--- config.mk ---
export PLATFORM = sky130hd
export DESIGN_NAME = sync_fifo
export DESIGN_NICKNAME = d
export VERILOG_FILES = /design/src/rtl/fifo_pkg.sv /design/src/rtl/fifo_mem.sv /design/src/rtl/sync_fifo.sv
export SDC_FILE = /design/constraint.sdc
export NUM_CORES = 1
export LEC_CHECK = 0
export CAP_MARGIN = 20
export CORE_ASPECT_RATIO = 0.6
export CORE_MARGIN = 5
export CORE_UTILIZATION = 55
export CTS_BUF_LIST = sky130_fd_sc_hd__clkbuf_2 sky130_fd_sc_hd__clkbuf_4 sky130_fd_sc_hd__clkbuf_8
export CTS_CLUSTER_DIAMETER = 50
export CTS_CLUSTER_SIZE = 12
export DETAILED_ROUTE_END_ITERATION = 8
export GPL_TIMING_DRIVEN = 0
export HOLD_SLACK_MARGIN = 0.02
export PLACE_DENSITY = 0.79
export RECOVER_POWER = 100
export SLEW_MARGIN = 25
export SYNTH_ARGS = -nofsm -noshare
export SYNTH_HDL_FRONTEND = slang
export SYNTH_SLANG_ARGS = --single-unit
--- constraint.sdc ---
create_clock -name clk -period 2.95 [get_ports clk]
set_input_delay 0.295 -clock clk [delete_from_list [all_inputs] [get_ports clk]]
set_output_delay 0.295 -clock clk [all_outputs]
set_load 0.1 [all_outputs]
--- src/rtl/fifo_pkg.sv ---
// Shared types and helpers for the sync_fifo slice.
// Read-mode selector and count-width helper.
package fifo_pkg;

  typedef enum logic {
    FIFO_STD,
    FIFO_FWFT
  } fifo_mode_e;

  function automatic int fifo_cnt_w(
    input int depth
  );
    return $clog2(depth) + 1;
  endfunction

endpackage

--- src/rtl/fifo_mem.sv ---
// WIDTH x DEPTH simple dual-port RAM.
// Synchronous write port, asynchronous read port.
module fifo_mem #(
  parameter int WIDTH = 32,
  parameter int DEPTH = 16,
  localparam int AW = $clog2(DEPTH)
) (
  input  logic             clk,
  input  logic             we,
  input  logic [AW-1:0]    waddr,
  input  logic [WIDTH-1:0] wdata,
  input  logic [AW-1:0]    raddr,
  output logic [WIDTH-1:0] rdata
);

  logic [WIDTH-1:0] mem [DEPTH];

  always_ff @(posedge clk) begin
    if (we) mem[waddr] <= wdata;
  end

  assign rdata = mem[raddr];

endmodule

--- src/rtl/sync_fifo.sv ---
// Single-clock FIFO: count, almost flags, flush,
// sticky errors, standard or FWFT read mode.
module sync_fifo
  import fifo_pkg::*;
#(
  parameter int         WIDTH     = 32,
  parameter int         DEPTH     = 16,
  parameter int         AF_THRESH = DEPTH * 3 / 4,
  parameter int         AE_THRESH = DEPTH / 4,
  parameter fifo_mode_e MODE      = FIFO_STD,
  localparam int AW = $clog2(DEPTH),
  localparam int CW = fifo_cnt_w(DEPTH)
) (
  input  logic             clk,
  input  logic             rst_n,
  input  logic             flush,
  input  logic             wr_en,
  input  logic [WIDTH-1:0] wr_data,
  input  logic             rd_en,
  output logic [WIDTH-1:0] rd_data,
  output logic             rd_valid,
  output logic [CW-1:0]    count,
  output logic             full,
  output logic             empty,
  output logic             almost_full,
  output logic             almost_empty,
  output logic             overflow,
  output logic             underflow
);

  if (WIDTH < 1) begin : g_bad_width
    $error("sync_fifo: WIDTH must be >= 1");
  end
  if (DEPTH < 2 || (DEPTH & (DEPTH - 1)) != 0) begin : g_bad_depth
    $error("sync_fifo: DEPTH must be a power of two >= 2");
  end
  if (AF_THRESH < 1 || AF_THRESH > DEPTH) begin : g_bad_af
    $error("sync_fifo: AF_THRESH out of range");
  end
  if (AE_THRESH < 0 || AE_THRESH > DEPTH - 1) begin : g_bad_ae
    $error("sync_fifo: AE_THRESH out of range");
  end

  logic [AW-1:0]    wr_ptr;
  logic [AW-1:0]    rd_ptr;
  logic [WIDTH-1:0] mem_rdata;
  logic [WIDTH-1:0] rd_q;
  logic             rv_q;
  logic             wr_ok;
  logic             rd_ok;

  assign full         = (count == CW'(DEPTH));
  assign empty        = (count == '0);
  assign almost_full  = (count >= CW'(AF_THRESH));
  assign almost_empty = (count <= CW'(AE_THRESH));

  assign wr_ok = wr_en && !full && !flush;
  assign rd_ok = rd_en && !empty && !flush;

  fifo_mem #(
    .WIDTH(WIDTH),
    .DEPTH(DEPTH)
  ) u_mem (
    .clk  (clk),
    .we   (wr_ok),
    .waddr(wr_ptr),
    .wdata(wr_data),
    .raddr(rd_ptr),
    .rdata(mem_rdata)
  );

  always_ff @(posedge clk or negedge rst_n) begin
    if (!rst_n) begin
      wr_ptr    <= '0;
      rd_ptr    <= '0;
      count     <= '0;
      overflow  <= 1'b0;
      underflow <= 1'b0;
    end else if (flush) begin
      wr_ptr    <= '0;
      rd_ptr    <= '0;
      count     <= '0;
      overflow  <= 1'b0;
      underflow <= 1'b0;
    end else begin
      if (wr_ok) wr_ptr <= wr_ptr + 1'b1;
      if (rd_ok) rd_ptr <= rd_ptr + 1'b1;
      if (wr_en && full) overflow <= 1'b1;
      if (rd_en && empty) underflow <= 1'b1;
      unique case (1'b1)
        wr_ok && !rd_ok: count <= count + 1'b1;
        rd_ok && !wr_ok: count <= count - 1'b1;
        default: ;
      endcase
    end
  end

  always_ff @(posedge clk or negedge rst_n) begin
    if (!rst_n) begin
      rd_q <= '0;
      rv_q <= 1'b0;
    end else if (flush) begin
      rv_q <= 1'b0;
    end else begin
      rv_q <= rd_ok;
      if (rd_ok) rd_q <= mem_rdata;
    end
  end

  always_comb begin
    rd_data  = rd_q;
    rd_valid = rv_q;
    if (MODE == FIFO_FWFT) begin
      rd_data  = empty ? '0 : mem_rdata;
      rd_valid = !empty;
    end
  end

endmodule

== Word-level counts from Yosys, hierarchy flattened ==
Memories as Yosys holds them, arrays and structs flattened. A register that Yosys moved wholly into a read port is not among the register bits.
Index checks and enable logic that the tools add are counted.

* Add/subtract/negate cells: 4
* Magnitude comparators: 2
* Eq/ne operators: 1
* Muxes and demuxes: 13
* Bitwise gates (word level): 1
* Reduce and logical (&&, ||, !) cells: 21

{| class="wikitable"
|+ Operator list
! kind !! number
|-
| $mux 4 || 4
|-
| $pmux 5 s2 || 1
|-
| $add 4x1->4 const B || 2
|-
| $logic_and 1x1->1 || 8
|-
| $reduce_bool 2->1 || 4
|-
| $mux 1 || 7
|-
| $logic_not 1->1 || 6
|-
| $add 5x1->5 const B || 1
|-
| $eq 5x5->1 const B || 1
|-
| $ge 5x4->1 const B || 1
|-
| $le 5x3->1 const B || 1
|-
| $logic_not 5->1 || 1
|-
| $mux 5 || 1
|-
| $sub 5x1->5 const B || 1
|-
| $reduce_bool 3->1 || 1
|-
| $reduce_and 2->1 || 1
|-
| $not 1->1 || 1
|}

* Bits in registers: 16
* Memory bits (writable): 512
* Input port bits: 37
* Output and inout port bits: 44
* Memories: 1

{| class="wikitable"
|+ Memories
! name !! depth !! bits a word !! read ports !! clocked after memory_dff !! wr ports !! RTL line !! source
|-
| u_mem.mem || 16 || 32 || 1 || 1 || 1 || fifo_mem.sv:16 || <nowiki>logic [WIDTH-1:0] mem [DEPTH];</nowiki>
|}

== Longest topological paths before layout ==
Gate-level depths: netlist (run 1).

* Depth after elaboration: 8
* Gate-level depth with buffers: 12
* Depth with buffers taken out: 10

== Hierarchy ==
Synthesis (run 1) repeated with hierarchy kept, for this count alone.

* Cells, all modules: 981
* Area, all modules: 21504.4 um^2

{| class="wikitable"
|+ By module, submodules not included
! module !! instances !! cells each !! area each (um^2)
|-
| fifo_mem || 1 || 806 || 19213.4
|-
| sync_fifo || 1 || 175 || 2290.9
|}

== Worst setup path after synthesis (run 1) ==
OpenSTA, ideal clock, no wires.

* Path kind: reg2out
* From: register count[1]
* To: output almost_empty
* Data arrival time: 3.601 ns
* Required time: 2.655 ns
* Path slack: -0.946 ns
* Stages on the path, launching flop included: 4
* Path buffers: 1
* Cells stage by stage: dfrtp_1 buf_6 or2_2 a211oi_1

* Longest elaborated chain between the ends: 1

{| class="wikitable"
|+ RTL lines
! element !! RTL line !! source
|-
| start: declaration || sync_fifo.sv:22 || <nowiki>output logic [CW-1:0] count,</nowiki>
|-
| start signal: assignment || sync_fifo.sv:91 || <nowiki>wr_ok && !rd_ok: count <= count + 1'b1;</nowiki>
|-
| start signal: assignment || sync_fifo.sv:92 || <nowiki>rd_ok && !wr_ok: count <= count - 1'b1;</nowiki>
|-
| $le 5x3->1 || sync_fifo.sv:55 || <nowiki>assign almost_empty = (count <= CW'(AE_THRESH));</nowiki>
|-
| end: declaration || sync_fifo.sv:26 || <nowiki>output logic almost_empty,</nowiki>
|}

No other way between the ends.

== Worst setup path in the final report (run 1) ==
* From: register count[1]
* To: register count[4]

* Longest elaborated chain between the ends: 8
* Elaborated cells between the ends (all ways): 17
* Classes of those cells: add/sub: 2; eq/ne: 1; mux: 2; reduce/logical: 12

{| class="wikitable"
|+ RTL lines
! element !! RTL line !! source
|-
| $eq 5x5->1 / $logic_not 5->1 (equally long branches) || sync_fifo.sv:52, sync_fifo.sv:53 ||
|-
| $logic_not 1->1, on equally long branches || sync_fifo.sv:57, sync_fifo.sv:58 ||
|-
| $logic_and 1x1->1, on equally long branches (2 in a row) || sync_fifo.sv:57, sync_fifo.sv:58 ||
|-
| $logic_not 1->1, on equally long branches || sync_fifo.sv:92, sync_fifo.sv:91 ||
|-
| $logic_and 1x1->1, on equally long branches || sync_fifo.sv:92, sync_fifo.sv:91 ||
|-
| $pmux 5 s2 || sync_fifo.sv:90 || <nowiki>unique case (1'b1)</nowiki>
|-
| $mux 5 || sync_fifo.sv:79 || <nowiki>end else if (flush) begin</nowiki>
|}

Several ways; a longest one is shown, not always the timed one.
A chain may end at the register's enable or synchronous reset.

==> metrics.md, run 1 <==
| Metric | Value |
|---|---|
| Status | `finished with violations` |
| Failing checks | `max-capacitance violations, max-slew violations` |
| Slew Limit Fails | `23` |
| Worst Hold End | `underflow` |
| Num ports | `between 80 and 90` |
| Dpl hpwl | `between 30000 and 40000 µm` |
| Psw | `approximately 0.0070 W` |
| Setup CP Type | `reg2reg` |
| Vias in the first global route | `~11000` |
| GR Overflow Total | `0` |
| PnR worst setup slack | `0.0370 ns` |
| Reg power frac | `approximately 45%` |
| Slew at the pin closest to its max-slew limit | `around 1.8 ns` |
| Vias per inst | `~6.3` |
| # nets final | `about 1100` |
| Post-Syn Instances | `910` |
| Power per cell area | `~830 nW/µm²` |
| Final Setup Violations | `0` |
| Htree depth | `2` |
| Total Routing Usage GR | `between 20% and 30%` |
| Req. time, crit path | `between 3 and 4 ns` |
| Met2 Usage GRT | `about a third` |
| Met1 GRT Util | `a little over a third` |
| # diodes | `0` |
| Clock Pin Slew Worst Setup and Hold Paths | `0.09 ns` |
| Static Leak | `a little under 8 nW` |
| Clk buf depth | `3` |
| Slew headroom | `-23.2%` |
| Post-synth net total | `954` |
| WL final | `roughly 48000 µm` |
| Setup crit start kind | `register` |
| Ys Warns | `0` |
| Hold path depth | `3` |
| Routed Antenna Nets | `0` |
| Initial Utilization | `55.3%` |
| Die width | `265 µm` |
| Post-route DRC | `0` |
| CP Max Fanout | `7` |
| Area Overhead vs Synth | `16.3%` |
| Clock Power Share | `22.9%` |
| Initial antenna violation count | `1` |
| Maximum VDD drop | `0.732 mV` |
| CTS root buffer | `clkbuf_8` |
| Critical path data arrival time | `~3.4 ns` |
| HP Class | `in2reg` |
| Skew-Pair Late Insertion Delay | `between 0.6 and 0.7 ns` |
| First-pass GRT wire length | `a little over 70000 µm` |
| Max-cap violations | `1` |
| Layout cells sized above 1 | `about a third` |
| Synth Cell Area | `roughly 21000 µm²` |
| Synth Area in Compound Gates | `less than 1%` |
| TritonRoute pass-1 iters | `5` |
| R2r worst-path depth | `8` |
| Final worst path period need | `2.91 ns` |
| Via count | `approximately 10000` |
| Internal power | `between 0.01 and 0.015 W` |
| Fraction of the mapped netlist area in adder cells | `less than 1%` |
| Synth top area share | `around 72%` |
| Mux contribution to synthesized area | `18.7%` |
| Yosys top cell by area | `edfxtp_1` |
| #FFs+latches synth | `560` |
| Min-Delay Startpoint | `rd_en` |
| Routed len/inst | `28.9 µm` |
| Largest cells by area after synthesis | `edfxtp_1, mux4_2, dfrtp_1` |
| Switching part of the total | `about 34%` |
| # rows | `56` |
| Total CTS buffers | `53` |
| R2r setup slk | `about 0.037 ns` |
| Worst setup EP type | `register` |
| Largest family of logic cells by synthesized area | `multiplexers` |
| CTS tree | `built` |
| Largest net degree at the start of global routing | `28` |
| Die Height | `~160 µm` |
| Initial DRC Count | `~1200` |
| Fmax | `approximately 340 MHz` |
| Gpl congestion | `0.751` |
| Busiest grt layer | `met1` |
| Distinct cell type count after synthesis | `39` |
| Post-Place Worst Slack | `-0.370 ns` |
| Post-route clock period utilization | `~99%` |
| IO buf count | `between 70 and 80` |
| Sequential element share of the synthesized area | `between 70% and 80%` |
| GRT met3 Usage | `under 10%` |
| Min Hold Slack | `around 0.15 ns` |
| Xor/xnor cell area share of the yosys netlist | `0.368%` |
| CORE AREA | `roughly 39000 µm²` |
| Combinational Power Share | `32.4%` |
| Synth Area in Simple Gates | `under 10%` |
| Final Skew | `~0.042 ns` |
| Endpoints failing hold | `0` |
| RR Endpoint | `count[4]` |
| DIE AREA | `between 40000 and 50000 µm²` |
| Reg2reg start | `count[1]` |
| Syn avg cell area | `about 24 µm²` |
| Clock sink count | `between 500 and 600` |
## how the worst max path moves through the flow
stage,from,endpoint,slack [ns],depth (start not counted)
5_1_grt,count[1],count[4],-0.03,8
3_5_place_dp,wr_en,u_mem.mem[3][14],-0.37,6
6_report,count[1],count[4],0.04,8
4_1_cts,rd_ptr[0],rd_data[18],-0.10,6
3_3_place_gp,wr_en,u_mem.mem[5][14],-1.17,5
2_1_floorplan,count[1],almost_empty,-0.71,3
## area by class of cell
cell class	count	area, µm²
repair buffers	129	1600
clock buffers	92	1040
flip-flops and latches	560	16600
inverters	4	15.0
multi-input cells	298	4760
plain buffers	45	228
well taps	522	653
fillers	2427	13800
clock inverters	4	26.3
## cell usage after synthesis (all sizes together)
master	instances
o2111a	1
mux2i	4
or2	1
o21ai	4
inv	4
dfrtp	48
xor2	7
a211oi	1
and2	1
buf	20
mux2	33
mux4	160
nand3	4
nor3	1
edfxtp	512
nor4	2
nor3b	1
clkbuf	28
nor2b	1
nor2	39
o311ai	1
nand4	1
a21o	1
or4	1
xnor2	2
and3	1
or3	2
ha	7
o41ai	1
nand2	9
a21oi	7
a21boi	2
a31oi	3
## power by group through the flow
stage                     logic (W)  clock network [W]  registers [W]
after floorplan             0.00313                  0         0.0113
after global placement      0.00660                  0        0.00941
after detailed placement    0.00676                  0        0.00943
after CTS                   0.00685            0.00483        0.00925
after global routing        0.00706            0.00520        0.00931
final                       0.00673            0.00475        0.00927
## through the flow
stage               TNS (ns)  power, W  instances  area [µm²]  util [%]
finish                     0    0.0208       1654       24900      64.3
global route         -0.0379    0.0216       1654       24900      64.3
CTS                    -1.60    0.0209       1648       24900      64.3
detailed placement    -61.00    0.0162       1535       23600      60.9
global placement     -327.86    0.0160       1511       23000      59.3
floorplan             -22.94    0.0144        910       21600         -
## metal layers
| layer | vias to the layer above | routed length, µm |
|---|---|---|
| met2 | 564 | 22300 |
| met1 | 5564 | 20500 |
| met4 | 0 | 794 |
| met5 | - | 0 |
| li1 | 4182 | - |
| met3 | 73 | 4320 |
## what timing repair did
item / CTS / global route
hold buffers: 1 / 0
pin swaps: 15 / 5
endpoints found under the hold margin: 48 / 0
setup buffers: 16 / 9
endpoints found under the setup margin: 262 / 410
gates resized for setup: 15 / 41
cloned: 0 / 0
## kinds of logic after synthesis
logic type      count (synthesis)
simple gates                   64
fa+ha+maj                       7
buf+inv                        52
mux                           197
compound gates                 21
flops                         560
xor+xnor                        9
## flip-flops by register name, summed over array words and instances (netlist names)
register   cells
rd_data       32
rd_ptr         4
rd_valid       1
underflow      1
u_mem.mem    512
wr_ptr         4
count          5
overflow       1
## critical path, stage by stage, from the launching register on
cell and delay, ns:
dfrtp_4 0.52, o41ai_1 0.61, o2111a_2 0.36, xor2_1 0.16, ha_2 0.24, nand2_2 0.08, o311ai_4 0.41, mux2i_2 0.31
a31oi_4 0.10
## cell usage in the layout, fill, tap and decap left out, drive strengths merged, types with 3 or more instances in the layout
| cell | instances |
|---|---|
| ha | 7 |
| clkdlybuf4s50 | 11 |
| clkbuf | 143 |
| nand2 | 9 |
| dlygate4sd3 | 64 |
| mux2 | 33 |
| mux2i | 4 |
| buf | 44 |
| a31oi | 3 |
| a21oi | 7 |
| nand3 | 4 |
| clkdlybuf4s15 | 3 |
| nor2 | 39 |
| xor2 | 7 |
| o21ai | 4 |
| edfxtp | 512 |
| mux4 | 160 |
| inv | 5 |
| dfrtp | 48 |
No activity file was read; power rests on OpenSTA's default activity.
==> inputs of run 2 (changes only) <==
--- a/config.mk
+++ b/config.mk
@@ -15,6 +15,7 @@
 export DETAILED_ROUTE_END_ITERATION = 8
 export GPL_TIMING_DRIVEN = 0
 export HOLD_SLACK_MARGIN = 0.02
+export MAX_ROUTING_LAYER = met4
 export PLACE_DENSITY = 0.79
 export RECOVER_POWER = 100
 export SLEW_MARGIN = 25
==> run 2 against run 1 <==
Compared with the run above: the flow still finishes with violations (max-capacitance violations, max-slew violations); utilization is the same; non-clock buffer count is the same; global-route usage grew 0.71 points; routed wire length shrank 0.18%; count of clock-buffer cells in the layout is the same; die area is the same; critical path depth is the same; sequential share of layout area is the same; cell count is the same; clock power is essentially flat; critical path type unchanged; largest power group unchanged.
==> metrics.md, run 2 (synthesized netlist as in run 1, its figures left out) <==
| Metric | Value |
|---|---|
| Worst path max stage delay | `0.61 ns` |
| Crit path buf inv count | `0` |
| Reg power frac | `44.7%` |
| Final Setup Violations | `0` |
| Total CTS buffers | `between 50 and 60` |
| Clock Pin Slew Worst Setup and Hold Paths | `around 0.090 ns` |
| Vias in the first global route | `between 10000 and 15000` |
| Internal power | `0.0137 W` |
| Die width | `265 µm` |
| DIE AREA | `between 40000 and 50000 µm²` |
| Post-route clock period utilization | `a little over nine tenths` |
| Area Overhead vs Synth | `16.3%` |
| Max-cap violations | `1` |
| Power per cell area | `833 nW/µm²` |
| Maximum VDD drop | `0.731 mV` |
| Critical-path top delay cell | `o41ai_1` |
| Die Height | `163 µm` |
| Post-layout util | `64.3%` |
| Clk buf depth | `3` |
| Vias per inst | `6.29` |
| Initial antenna violation count | `1` |
| Endpoints failing hold | `0` |
| CTS root buffer | `clkbuf_8` |
| Via count | `between 10000 and 15000` |
| Worst setup EP type | `register` |
| Status | `finished with violations` |
| # nets final | `roughly 1100` |
| Largest net degree at the start of global routing | `28` |
| Slew headroom | `-20.2%` |
| DP Area | `around 24000 µm²` |
| Routed Antenna Nets | `0` |
| CORE AREA | `38700 µm²` |
| Final Skew | `between 0.04 and 0.05 ns` |
| Fmax | `approximately 340 MHz` |
| Total Routing Usage GR | `between 20% and 30%` |
| Post-route DRC | `0` |
| Slew at the pin closest to its max-slew limit | `~1.8 ns` |
| Most common cell after layout, fill and taps aside | `edfxtp_1` |
| Setup crit start kind | `register` |
| Static Leak | `7.88 nW` |
| Layout cells sized above 1 | `roughly a third` |
| Clock Power Share | `approximately 23%` |
| # diodes | `0` |
| CP top delay family | `compound AO/OA/AOI/OAI gates` |
| Skew-Pair Late Insertion Delay | `about 0.63 ns` |
| CTS tree | `built` |
| Max reg flops | `512` |
| Failing checks | `max-capacitance violations, max-slew violations` |
| Initial DRC Count | `1365` |
| Combinational Power Share | `around a third` |
| GR Overflow Total | `0` |
| First-pass GRT wire length | `70900 µm` |
| WL final | `~48000 µm` |
| Dpl hpwl | `about 30000 µm` |
| Clock sink count | `560` |
| Setup CP Type | `reg2reg` |
| Psw | `about 0.007 W` |
| Num ports | `81` |
| Routed len/inst | `just under 30 µm` |
| Top reg by flops | `u_mem.mem` |
| Gpl congestion | `~0.76` |
| CP Cell Sequence | `o41ai_1, o2111a_2, xor2_1, ha_2, nand2_2, o311ai_4, mux2i_2, a31oi_4` |
| Switching part of the total | `about a third` |
| HP Class | `in2reg` |
| TritonRoute pass-1 iters | `6` |
| CP Max Fanout | `7` |
| Slew Limit Fails | `23` |
| Critical path data arrival time | `3.41 ns` |
| Final worst path period need | `approximately 2.9 ns` |
| IO buf count | `just under 80` |
| # rows | `56` |
| Initial Utilization | `55.3%` |
| Design area | `between 20000 and 25000 µm²` |
| Most frequent cells in the layout | `edfxtp_1, mux4_2, dlygate4sd3_1` |
| Req. time, crit path | `3.45 ns` |
| Htree depth | `2` |
[run 2: cell counts in the layout (fill, tap and decap cells not counted)]
Identical to the previous run, type by type.
[run 2: path summary, 6_finish.rpt]
kind                       startpoint          to  slack, ns  depth (start not counted)
min                             rd_en   underflow       0.14                          3
min reg2reg                rd_data[7]  rd_data[7]       0.48                          1
max reg2reg                  count[1]    count[4]       0.03                          8
min in group asynchronous       rst_n  rd_data[6]       0.70                          2
max in group asynchronous       rst_n    count[1]       0.53                          3
max                          count[1]    count[4]       0.03                          8
[run 2: tightest hold or removal path, cell delays in order]
cell	delay, ns
clkbuf_1	0.21
a21oi_1	0.19
nor2_1	0.05
[run 2: cell type report]
| cell class | count | area [µm²] |
|---|---|---|
| Multi-Input combinational cell | 298 | 4760 |
| Clock inverter | 4 | 26.3 |
| Tap cell | 522 | 653 |
| Timing Repair Buffer | 129 | 1600 |
| Clock buffer | 92 | 1040 |
| Buffer | 45 | 228 |
| Inverter | 4 | 15.0 |
| Sequential cell | 560 | 16600 |
| Fill cell | 2427 | 13800 |
[run 2: metal layers]
metal	GRT usage, %	share of wire [%]	vias to the layer above
met3	4.24	9.1	77
met5	-	0	-
met1	35.1	42	5557
met4	4.18	1.7	0
met2	34.0	47	579
li1	-	-	4186
[run 2: power by group through the flow]
stage               logic [W]  registers [W]  clock network, W
floorplan             0.00313         0.0113                 0
global placement      0.00660        0.00941                 0
detailed placement    0.00676        0.00943                 0
CTS                   0.00685        0.00925           0.00483
global route          0.00706        0.00931           0.00520
finish                0.00673        0.00927           0.00475
[run 2: stage by stage]
step / total power, W / setup WS (ns) / instances / TNS (ns) / hold slack [ns]
3_3_place_gp: 0.0160 / -1.17 / 1511 / -327.86 / 0.468
2_1_floorplan: 0.0144 / -0.714 / 910 / -22.94 / -0.000591
3_5_place_dp: 0.0162 / -0.370 / 1535 / -61.00 / 0.264
6_report: 0.0208 / 0.0328 / 1654 / 0 / 0.143
5_1_grt: 0.0216 / -0.0314 / 1654 / -0.0314 / 0.130
4_1_cts: 0.0209 / -0.105 / 1648 / -1.60 / 0.0647
[run 2: what timing repair did]
action | 4_1_cts | 5_1_grt
hold buffers | 1 | 0
gates resized for setup | 15 | 41
setup endpoints to repair | 262 | 411
buffers inserted | 16 | 9
endpoints found under the hold margin | 48 | 0
pin swaps | 15 | 5
==> inputs of run 3 (changes only) <==
--- a/config.mk
+++ b/config.mk
@@ -7,7 +7,7 @@
 export LEC_CHECK = 0
 export CAP_MARGIN = 20
 export CORE_ASPECT_RATIO = 0.6
-export CORE_MARGIN = 5
+export CORE_MARGIN = 2
 export CORE_UTILIZATION = 55
 export CTS_BUF_LIST = sky130_fd_sc_hd__clkbuf_2 sky130_fd_sc_hd__clkbuf_4 sky130_fd_sc_hd__clkbuf_8
 export CTS_CLUSTER_DIAMETER = 50
==> run 3 against run 2 <==
Compared with the run above: the run now ends clean; non-clock buffer count grew 7; clock skew fell by 0.029 ns; die area down 5.9%; combinational power grew 2%; flip-flop and latch count did not move; critical path depth down 2; cell count hardly changed; sequential share of layout area decreased by 0.52 points; critical endpoint is now rd_data[14]; largest cell class unchanged; largest power group unchanged.
==> metrics.md, run 3 (synthesized netlist as in run 1, its figures left out) <==
| Metric | Value |
|---|---|
| Status | `finished clean` |
| TritonRoute pass-1 iters | `5` |
| Initial antenna violation count | `2` |
| Critical path data arrival time | `3.41 ns` |
| DIE AREA | `~40000 µm²` |
| Design area | `roughly 25000 µm²` |
| Top reg by flops | `u_mem.mem` |
| Req. time, crit path | `approximately 3.5 ns` |
| Worst setup EP type | `register` |
| Hold path depth | `3` |
| Most frequent cells in the layout | `edfxtp_1, mux4_2, clkbuf_8` |
| Largest net degree at the start of global routing | `36` |
| Fmax | `between 300 and 400 MHz` |
| First-pass GRT wire length | `71400 µm` |
| Layout cells sized above 1 | `a little over a third` |
| Routed len/inst | `~30 µm` |
| Power per cell area | `between 800 and 900 nW/µm²` |
| Total CTS buffers | `52` |
| Clock sink count | `560` |
| R2r setup slk | `roughly 0.053 ns` |
| CP Cell Sequence | `clkbuf_1, clkbuf_2, buf_2, mux4_2, mux4_2, mux2_1` |
| CTS root buffer | `clkbuf_8` |
| CP Max Fanout | `10` |
| R2r worst-path depth | `6` |
| Initial DRC Count | `between 1000 and 1500` |
| Die Height | `~160 µm` |
| Final Setup Violations | `0` |
| Worst path max stage delay | `between 0.5 and 0.6 ns` |
| Area Overhead vs Synth | `17.2%` |
| Reg2reg start | `rd_ptr[0]` |
| Max-cap violations | `0` |
| Setup crit start kind | `register` |
| Skew-Pair Late Insertion Delay | `approximately 0.63 ns` |
| Slew Limit Fails | `0` |
| Critical-path top delay cell | `mux4_2` |
| Slew headroom | `about a fifth` |
| Htree depth | `2` |
| Clk buf depth | `3` |
| Clock Pin Slew Worst Setup and Hold Paths | `about 0.09 ns` |
| Final worst path period need | `about 2.9 ns` |
| Worst Hold End | `underflow` |
| Most common cell after layout, fill and taps aside | `edfxtp_1` |
| Vias per inst | `roughly 6.3` |
| Post-route DRC | `0` |
| Die width | `~260 µm` |
| Final Skew | `around 0.012 ns` |
| Routed Antenna Nets | `0` |
| Initial Utilization | `about 56%` |
| Post-Route Setup TNS | `0 ns` |
| Slew at the pin closest to its max-slew limit | `between 1 and 1.5 ns` |
| DP Area | `roughly 24000 µm²` |
| IO buf count | `79` |
| Min-Delay Startpoint | `rd_en` |
| RR Endpoint | `rd_data[14]` |
| Static Leak | `around 8.0 nW` |
| CORE AREA | `38100 µm²` |
| Endpoints failing hold | `0` |
| GR Overflow Total | `0` |
| Via count | `between 10000 and 15000` |
| CP dominant cell by count | `mux4_2` |
| Num ports | `81` |
| Post-route clock period utilization | `98.2%` |
| Max reg flops | `roughly 510` |
| Setup CP Type | `reg2reg` |
| Vias in the first global route | `~11000` |
| HP Class | `in2reg` |
| Total Routing Usage GR | `about a quarter` |
| Dpl hpwl | `30100 µm` |
| WL final | `about 50000 µm` |
| # nets final | `1141` |
| CTS tree | `built` |
| Maximum VDD drop | `roughly 0.48 mV` |
| # rows | `55` |
| Gpl congestion | `between 0.7 and 0.8` |
[run 3: changes by cell type in the layout (fill, tap and decap cells not counted), sizes merged]
| cell | change |
|---|---|
| dlygate4sd3 | -31 |
| clkdlybuf4s50 | +31 |
| buf | +25 |
| diode | +1 |
| clkbuf | -14 |
| clkinvlp | -1 |
| clkinv | -1 |
[run 3: metrics by stage]
| stage | worst slack, ns | hold WS (ns) | utilization, % | power, W | cells |
|---|---|---|---|---|---|
| after CTS | -0.0772 | 0.0612 | 65.7 | 0.0209 | 1643 |
| after global routing | -0.0139 | 0.162 | 65.9 | 0.0217 | 1655 |
| final | 0.0527 | 0.123 | 65.9 | 0.0209 | 1655 |
| after detailed placement | -0.330 | 0.205 | 62.3 | 0.0162 | 1530 |
| after global placement | -1.31 | 0.466 | 60.4 | 0.0160 | 1502 |
| after floorplan | -0.714 | -0.000591 | - | 0.0144 | 910 |
[run 3: where the power goes]
group          leakage, nW  switching (W)  total (W)  internal, W
combinational         2.17        0.00429    0.00687      0.00258
sequential            5.20       0.000260    0.00929      0.00903
clock                0.590        0.00254    0.00477      0.00224
total                 7.96        0.00709     0.0209       0.0138
[run 3: worst max-delay path, delay by kind of cell (launching register included)]
| family | cells | cell delay [ns] |
|---|---|---|
| multiplexers | 3 | 1.38 |
| buffers and inverters | 3 | 1.02 |
| flip-flops | 1 | 0.37 |
[run 3: how the worst max path moves through the flow]
stage	slack, ns	end	startpoint
2_1_floorplan	-0.71	almost_empty	count[1]
4_1_cts	-0.08	count[4]	count[1]
6_report	0.05	rd_data[14]	rd_ptr[0]
3_3_place_gp	-1.31	u_mem.mem[5][15]	wr_en
5_1_grt	-0.01	count[4]	count[3]
3_5_place_dp	-0.33	u_mem.mem[15][13]	wr_en
[run 3: repair_timing]
action	in CTS	in global routing
setup buffers	14	13
hold endpoints to repair	48	0
pin swaps	12	8
resized for setup	24	17
cloned	0	0
endpoints found under the setup margin	243	289
hold buffers	1	0
[run 3: final cells by class]
class	instances	area, µm²
inverter	4	15.0
timing repair buffer	135	1760
antenna	1	2.50
tap	513	642
multi-input combinational	298	4790
clock buffer	96	1060
sequential	560	16600
buffer	46	230
clock inverter	2	13.8
fill	2291	13000
[run 3: per-layer routing]
layer  global-route usage, %  vias to the layer above  share of wire [%]
li1                        -                     4205                  -
met1                    37.0                     5557                 41
met2                    38.7                      613                 48
met3                    5.43                      103                9.3
met4                    5.17                        0                1.9
met5                       -                        -                  0
